File: src/rtl/regfile_sb.sv
`default_nettype none
// ============================================================================
// Module   : regfile_sb
// Brief    : Multi-port register file with write-to-read bypass and a
//            per-register pending scoreboard for decode-stage hazard checks.
// Revision : 1.0 - initial release
// ============================================================================
module regfile_sb #(
    parameter  int XLEN   = 8,
    parameter  int NREGS  = 8,
    parameter  int NREAD  = 2,
    parameter  int BYPASS = 1,
    localparam int AW     = $clog2(NREGS)
) (
    input  logic                  clk,
    input  logic                  rst,
    input  logic                  we,
    input  logic [AW-1:0]         waddr,
    input  logic [XLEN-1:0]       wdata,
    input  logic [NREAD*AW-1:0]   ra,
    output logic [NREAD*XLEN-1:0] rd,
    output logic [NREAD-1:0]      rd_pend,
    input  logic                  alloc_en,
    input  logic [AW-1:0]         alloc_addr,
    output logic                  alloc_stall,
    output logic [AW:0]           pend_cnt,
    input  logic [AW-1:0]         dbg_addr,
    output logic [XLEN-1:0]       dbg_data
);

    localparam logic C_BYPASS_EN = (BYPASS != 0);

    logic [NREGS-1:0][XLEN-1:0] regs_q;
    logic [NREGS-1:0][XLEN-1:0] regs_d;
    logic [NREGS-1:0]           pend_q;
    logic [NREGS-1:0]           pend_d;
    logic [AW:0]                pend_cnt_q;
    logic [AW:0]                pend_cnt_d;

    logic [NREGS-1:0]           w_wb_hit;
    logic                       w_alloc_ok;
    logic                       w_cnt_set;
    logic                       w_cnt_clr;

    always_comb begin
        for (int a = 0; a < NREGS; a++) begin
            w_wb_hit[a] = we && (waddr == AW'(a)) && (a != 0);
        end
    end

    assign alloc_stall = alloc_en & pend_q[alloc_addr] & ~w_wb_hit[alloc_addr];
    assign w_alloc_ok  = alloc_en & ~alloc_stall & (alloc_addr != '0);

    always_comb begin
        regs_d = regs_q;
        if (we && (waddr != '0)) begin
            regs_d[waddr] = wdata;
        end
        regs_d[0] = '0;
    end

    // A same-edge allocation beats the writeback clear: the new producer owns the register.
    always_comb begin
        pend_d = pend_q;
        for (int a = 1; a < NREGS; a++) begin
            if (w_alloc_ok && (alloc_addr == AW'(a))) begin
                pend_d[a] = 1'b1;
            end else if (w_wb_hit[a]) begin
                pend_d[a] = 1'b0;
            end
        end
        pend_d[0] = 1'b0;
    end

    assign w_cnt_set = w_alloc_ok & ~pend_q[alloc_addr];
    assign w_cnt_clr = we & (waddr != '0) & pend_q[waddr]
                     & ~(w_alloc_ok & (alloc_addr == waddr));

    always_comb begin
        pend_cnt_d = pend_cnt_q;
        if (w_cnt_set && !w_cnt_clr) begin
            pend_cnt_d = pend_cnt_q + 1'b1;
        end else if (w_cnt_clr && !w_cnt_set) begin
            pend_cnt_d = pend_cnt_q - 1'b1;
        end
    end

    always_ff @(posedge clk) begin
        if (rst) begin
            regs_q     <= '0;
            pend_q     <= '0;
            pend_cnt_q <= '0;
        end else begin
            regs_q     <= regs_d;
            pend_q     <= pend_d;
            pend_cnt_q <= pend_cnt_d;
        end
    end

    for (genvar i = 0; i < NREAD; i++) begin : g_rd
        logic [AW-1:0]   w_ra;
        logic [XLEN-1:0] w_rd;

        assign w_ra = ra[i*AW +: AW];

        always_comb begin
            if (w_ra == '0) begin
                w_rd = '0;
            end else if (C_BYPASS_EN && we && (waddr == w_ra)) begin
                w_rd = wdata;
            end else begin
                w_rd = regs_q[w_ra];
            end
        end

        assign rd[i*XLEN +: XLEN] = w_rd;
        assign rd_pend[i]         = pend_q[w_ra] & ~(C_BYPASS_EN & w_wb_hit[w_ra]);
    end

    assign pend_cnt = pend_cnt_q;
    assign dbg_data = regs_q[dbg_addr];

endmodule
`default_nettype wire

File: config.mk
export PLATFORM = sky130hd
export DESIGN_NAME = regfile_sb
export DESIGN_NICKNAME = d
export VERILOG_FILES = /design/src/rtl/regfile_sb.sv
export SDC_FILE = /design/constraint.sdc
export NUM_CORES = 1
export LEC_CHECK = 0
export ABC_CLOCK_PERIOD_IN_PS = 2950
export CAP_MARGIN = 20
export CORE_ASPECT_RATIO = 0.7
export CORE_MARGIN = 3
export CORE_UTILIZATION = 35
export CTS_BUF_LIST = sky130_fd_sc_hd__clkbuf_8
export DETAILED_ROUTE_END_ITERATION = 10
export PLACE_DENSITY_LB_ADDON = 0.2
export SLEW_MARGIN = 20
export SYNTH_ARGS = -nofsm -noshare
export SYNTH_HDL_FRONTEND = slang
export SYNTH_SLANG_ARGS = --single-unit
export TNS_END_PERCENT = 1
File: constraint.sdc
create_clock -name clk -period 2.95 [get_ports clk]
set_input_delay 0.4425 -clock clk [delete_from_list [all_inputs] [get_ports clk]]
set_output_delay 0.4425 -clock clk [all_outputs]
set_load 0.02 [all_outputs]
# Word level (Yosys, flattened, before mapping)
# Cells that the tools add are included.
[word_totals]
word_cells = 136
inputBits = 27
ff_bits = 76
[op_classes]
muxes = 43
addsub = 2
bitwise_logic = 17
reduce_logical = 34
eq_ne = 17
order_cmp = 6
[op_table]
columns = ["operator", "n"]
rows = [
  ["binary-select mux 8 bit (select 3 bit)", 3],
  ["bitwise mux 64 bit", 1],
  ["2-to-1 mux 8 bit", 8],
  ["demux 8 bit (select 3 bit)", 1],
  ["== test 3 bit, second input constant", 8],
  ["binary-select mux 1 bit (select 3 bit)", 7],
  ["2-to-1 mux 1 bit", 21],
  ["logical AND 1 bit", 20],
  ["less-than comparator 3 x 4 -> 1 bit, second input constant", 5],
  ["nonzero test 2 bit", 8],
  ["== test 3 x 2 -> 1 bit, second input constant", 4],
  ["bitwise AND 1 bit", 11],
  ["== test 3 bit", 3],
  ["2-to-1 mux 4 bit", 2],
  ["== test 3 x 1 -> 1 bit, second input constant", 2],
  ["zero test 3 bit", 2],
  ["NOT 1 bit", 6],
  ["nonzero test 3 bit", 2],
  ["adder 4 x 1 -> 4 bit, second input constant", 1],
  ["subtractor 4 x 1 -> 4 bit, second input constant", 1],
  ["greater-or-equal comparator 3 x 1 -> 1 bit, second input constant", 1],
  ["zero test 1 bit", 2],
]

# Longest topological paths before layout
[logic_depth]
ltp_word = 15
mapped_depth = 14
ltp_nobuf = 11

# Least setup slack after synthesis
# OpenSTA, ideal clock, no wires.
[synth_timing]
path_kind = "input-to-reg"
start = "input alloc_addr[0]"
end = "register pend_cnt_q[3], in the netlist pend_cnt[3]"
arrival_ns = 2.824
path_slack_ns = 0.006
path_stages = 12
cell_sequence = "buf_6 > mux2_4 > a221oi_4 > or2_1 > o311a_1 > ha_1 > inv_1 > ha_1 > a21o_1 > a21oi_1 > mux2i_1 > mux2_2"
[synth_between]
elab_chain_cells = 13
[synth_rtl]
columns = ["element", "line", "rtl"]
rows = [
  ["start, declared", "24", "input logic [AW-1:0] alloc_addr,"],
  ["binary-select mux 1 bit (select 3 bit), on equally long branches", "51, 75", ""],
  ["2-to-1 mux 1 bit, on equally long branches", "51, 75", ""],
  ["bitwise AND 1 bit or NOT 1 bit (tied branches)", "51", "assign alloc_stall = alloc_en & pend_q[alloc_addr] & ~w_wb_hit[alloc_addr];"],
  ["bitwise AND 1 bit", "51", ""],
  ["NOT 1 bit", "52", "assign w_alloc_ok = alloc_en & ~alloc_stall & (alloc_addr != '0);"],
  ["bitwise AND 1 bit (2 in a row)", "52", ""],
  ["bitwise AND 1 bit", "77", "& ~(w_alloc_ok & (alloc_addr == waddr));"],
  ["NOT 1 bit", "77", ""],
  ["bitwise AND 1 bit", "77", ""],
  ["zero test 1 bit", "81", "if (w_cnt_set && !w_cnt_clr) begin"],
  ["logical AND 1 bit", "81", ""],
  ["2-to-1 mux 4 bit or nonzero test 2 bit (tied branches)", "--", ""],
  ["end signal, assigned", "96", "pend_cnt_q <= pend_cnt_d;"],
  ["end, declared", "37", "logic [AW:0] pend_cnt_q;"],
]
# Several ways; a longest one is shown, not always the timed one. The select of a mux whose other input is x is not followed.
# A chain may end at the register's enable or synchronous reset.

# Final worst setup path
[layout_timing]
start = "input we"
end = "register pend_cnt_q[3], in the netlist pend_cnt[3]"
[layout_between]
elab_chain_cells = 14
[layout_rtl]
columns = ["element", "line", "rtl"]
rows = [
  ["start, declared", "17", "input logic we,"],
  ["logical AND 1 bit", "47", "w_wb_hit[a] = we && (waddr == AW'(a)) && (a != 0);"],
  ["binary-select mux 1 bit (select 3 bit)", "51", ""],
  ["2-to-1 mux 1 bit (implied by the code)", "51", ""],
  ["NOT 1 bit", "51", ""],
  ["bitwise AND 1 bit", "51", ""],
  ["NOT 1 bit", "52", ""],
  ["bitwise AND 1 bit (2 in a row)", "52", ""],
  ["bitwise AND 1 bit", "77", ""],
  ["NOT 1 bit", "77", ""],
  ["bitwise AND 1 bit", "77", ""],
  ["zero test 1 bit", "81", ""],
  ["logical AND 1 bit", "81", ""],
  ["2-to-1 mux 4 bit or nonzero test 2 bit (tied branches)", "--", ""],
]
# Several ways; a longest one is shown, not always the timed one. The select of a mux whose other input is x is not followed.

==> results.toml <==
[setup_path]
critPathLaunchType = "input port"
path_class = "input port to flop"
path_max_fanout = 2
cp_cell_sequence = "clkdlybuf4s50_1, nand4bb_1, o41ai_4, nor3_2, o21ai_1, ha_2, inv_1, ha_1, a21o_1, a21oi_2, mux2i_1, mux2_2"
arrival_ps = 3200
cp.required_ps = 3200
cp-startpoint = "we"
slowest_stage = "clkdlybuf4s50_1"
r2r-start = "pend_q[5]"
cp_top_family = "compound AO/OA/AOI/OAI gates"
critPathBufInv = 2
crit_path_end_kind = "flop"
max_stage_delay_ps = 500

[detailed_routing]
drt_wl_total_um = 16900
wire_per_inst_um = 19.3
firstDrtPassIters = 5
vias_per_cell = 5.61
vias = 4916
drc = 0
antenna_left = 0
drtIter0Drc = 534

[floorplan]
die-height_um = 103
rows = 34
die_area_um2 = 15000
io_pins = 58
die_w_um = 145
coreArea_um2 = 12800
start_util_pct = 37.0

[yosys]
ys.flop_type = "dfxtp_1"
synth.cell_area_um2 = 4750
yosysSeqAreaShare_pct = 28.2
synthTopCellsByArea = "dfxtp_1, nand2_1, mux2i_1"
synth_area_per_cell_um2 = 7.98
synth.top_cell.area_share_pct = 28.2
synth_edf_count = 0
ys_types = 58
synthesis.nets = 626
yosysMostFrequentCell = "nand2_1"
ys_top_cells_by_count = "nand2_1, a21oi_1, dfxtp_1"
synth_async_sr_flop_share_pct = 0
yosysTopAreaCell = "dfxtp_1"
synth_cells = 595
synth.yosys.warnings = 0
ys_ff_latch = 67

[power]
switching_share_pct = 32.2
pwr-share-clk_pct = 32.6
power_switching_uw = 776
powerDensity_nw_per_um2 = 386
seqPwrFrac_pct = 40.4
peakVddDrop_mv = 0.171
p_int_mw = 1.63
p_leak_nw = 2.40
p_comb_share_pct = 26.9

[sta]
rsz0062_at_grt = "true"
post-route-period-util_pct = 100
tightest_slew_ps = 752
fin_setup_tns_ps = -0.221
maxSlewHeadroom_pct = 49.8
slew_viol_final = 0
timing.fmax_ghz = 0.339
fin_ws_ps = -0.221
clock_skew_ps = 4.06
setup_viol = 1
period_minus_slack_ps = 2950
final-hold-violation-count = 0

[final_layout]
postLayoutCellArea_um2 = 6250
area_growth_pct = 31.6
nets = 722
num-fill-cells = 1274
num_antenna_cells = 0
drive_gt1_share_pct = 23.9

[global_routing]
gr-usage-all-layers_pct = 22.2
grt_max_degree = 69
grt.overflow.total = 0
antenna_found_initial = 0
grt_pass1_vias = 4449
grt_pass1_wl_um = 26100

[placement]
hpwl_um = 13100
place_area_um2 = 5950
gp_congestion = 0.914
io_buffers = 57

[outcome]
violations = "negative setup slack"
outcome = "complete, but fails checks"

[clocking]
clock_path_buffers = 2
htree_num_levels = 3
cts-root-buf = "clkbuf_8"
cts_sinks = 67
cts_tree = "yes"
numCtsBuffers = 9
hold_buffers = 0
clk_latency_ps = 360
clk_pin_slew_ps = 80

[worst_hold_path]
hold_path_class = "input port to flop"
worstHoldStart = "alloc_addr[0]"

[run]
cap_viol_max_count = 0
timing repair:
item	in CTS	in global routing
pin swaps	0	6
gates resized for setup	39	48
buffers inserted	0	2
gates cloned	0	1
setup endpoints to repair	21	19
worst register-to-register path, stage by stage, from the launching register on:
cell and delay (ps):
dfxtp_1 380, mux4_2 480, nor2_1 140, or2_1 140, o311a_1 220, ha_2 210
inv_1 60, ha_1 270, a21o_1 190, a21oi_2 140, mux2i_1 230, mux2_2 350
cell usage in the layout, fill, tap and decap left out, types with 3 or more instances in the layout:
master	n
dlygate4sd2_1	9
nor2b_1	9
nand3_1	8
o22ai_1	14
mux4_2	12
a21oi_1	69
o211ai_1	7
o32ai_1	3
nand4_1	5
o211a_1	3
xnor2_1	7
nor3b_1	3
a2111oi_2	9
nor3_2	5
dlymetal6s2s_1	6
clkbuf_2	8
clkdlybuf4s50_1	30
xor2_1	4
a221oi_1	8
mux2_2	13
inv_1	12
dfxtp_1	66
buf_12	6
nor2_1	38
nor3_1	15
nand2b_1	7
o21ai_1	5
clkbuf_8	9
a2111oi_1	4
buf_6	3
buf_4	74
nand2_1	123
mux2i_1	45
metrics by stage:
stage	hold slack [ps]	std cells	util (%)	total power [mW]	setup slack (ps)
final	372	876	48.6	2.41	-0.221
after global routing	378	876	48.6	2.51	-104
after CTS	434	873	48.0	2.40	-169
after detailed placement	481	857	46.3	1.63	-673
after global placement	472	857	46.3	1.62	-580
after floorplan	455	595	-	1.34	5.69
area by class of cell:
class | instances | area [µm²] | share of cell area [%]
Timing Repair Buffer | 140 | 1250 | 20.1
Tap cell | 180 | 225 | 3.60
Sequential cell | 67 | 1340 | 21.5
Clock inverter | 7 | 76.3 | 1.22
Multi-Input combinational cell | 461 | 3180 | 50.9
Clock buffer | 9 | 124 | 1.98
Inverter | 12 | 45.0 | 0.721
flip-flops by register name, summed over array words and instances (netlist names):
signal and count:
regs_q 56, pend_q 7, pend_cnt 4
power groups by stage:
stage	Sequential [mW]	Clock, mW	Combinational, mW
floorplan	0.997	0	0.348
global placement	0.992	0	0.626
detailed placement	0.993	0	0.632
CTS	0.973	0.801	0.629
global route	0.980	0.840	0.693
finish	0.974	0.786	0.649
final timing paths:
path	slack, ps	endpoint	cells past startpoint
hold / removal	370	pend_q[2]	2
hold reg to reg	490	regs_q[39]	2
setup reg to reg	30	pend_cnt[3]	11
setup / recovery	-0.2	pend_cnt[3]	12
routing by layer:
metal	vias to the layer above	routed length [µm]	track usage (%)
li1	2335	-	-
met1	2369	8750	34.4
met2	194	6490	30.2
met3	18	1530	6.49
met4	0	153	3.94
met5	-	0	0
cell families after synthesis:
logic type,share of synthesized area (%)
flip-flops,28.2
buffers and inverters,6.59
XOR/XNOR,2.37
multiplexers,18.6
adder cells (fa/ha/maj),1.21
AO/OA/AOI/OAI,19.2
AND/OR/NAND/NOR,23.8
(Power assumes the default switching activity.)
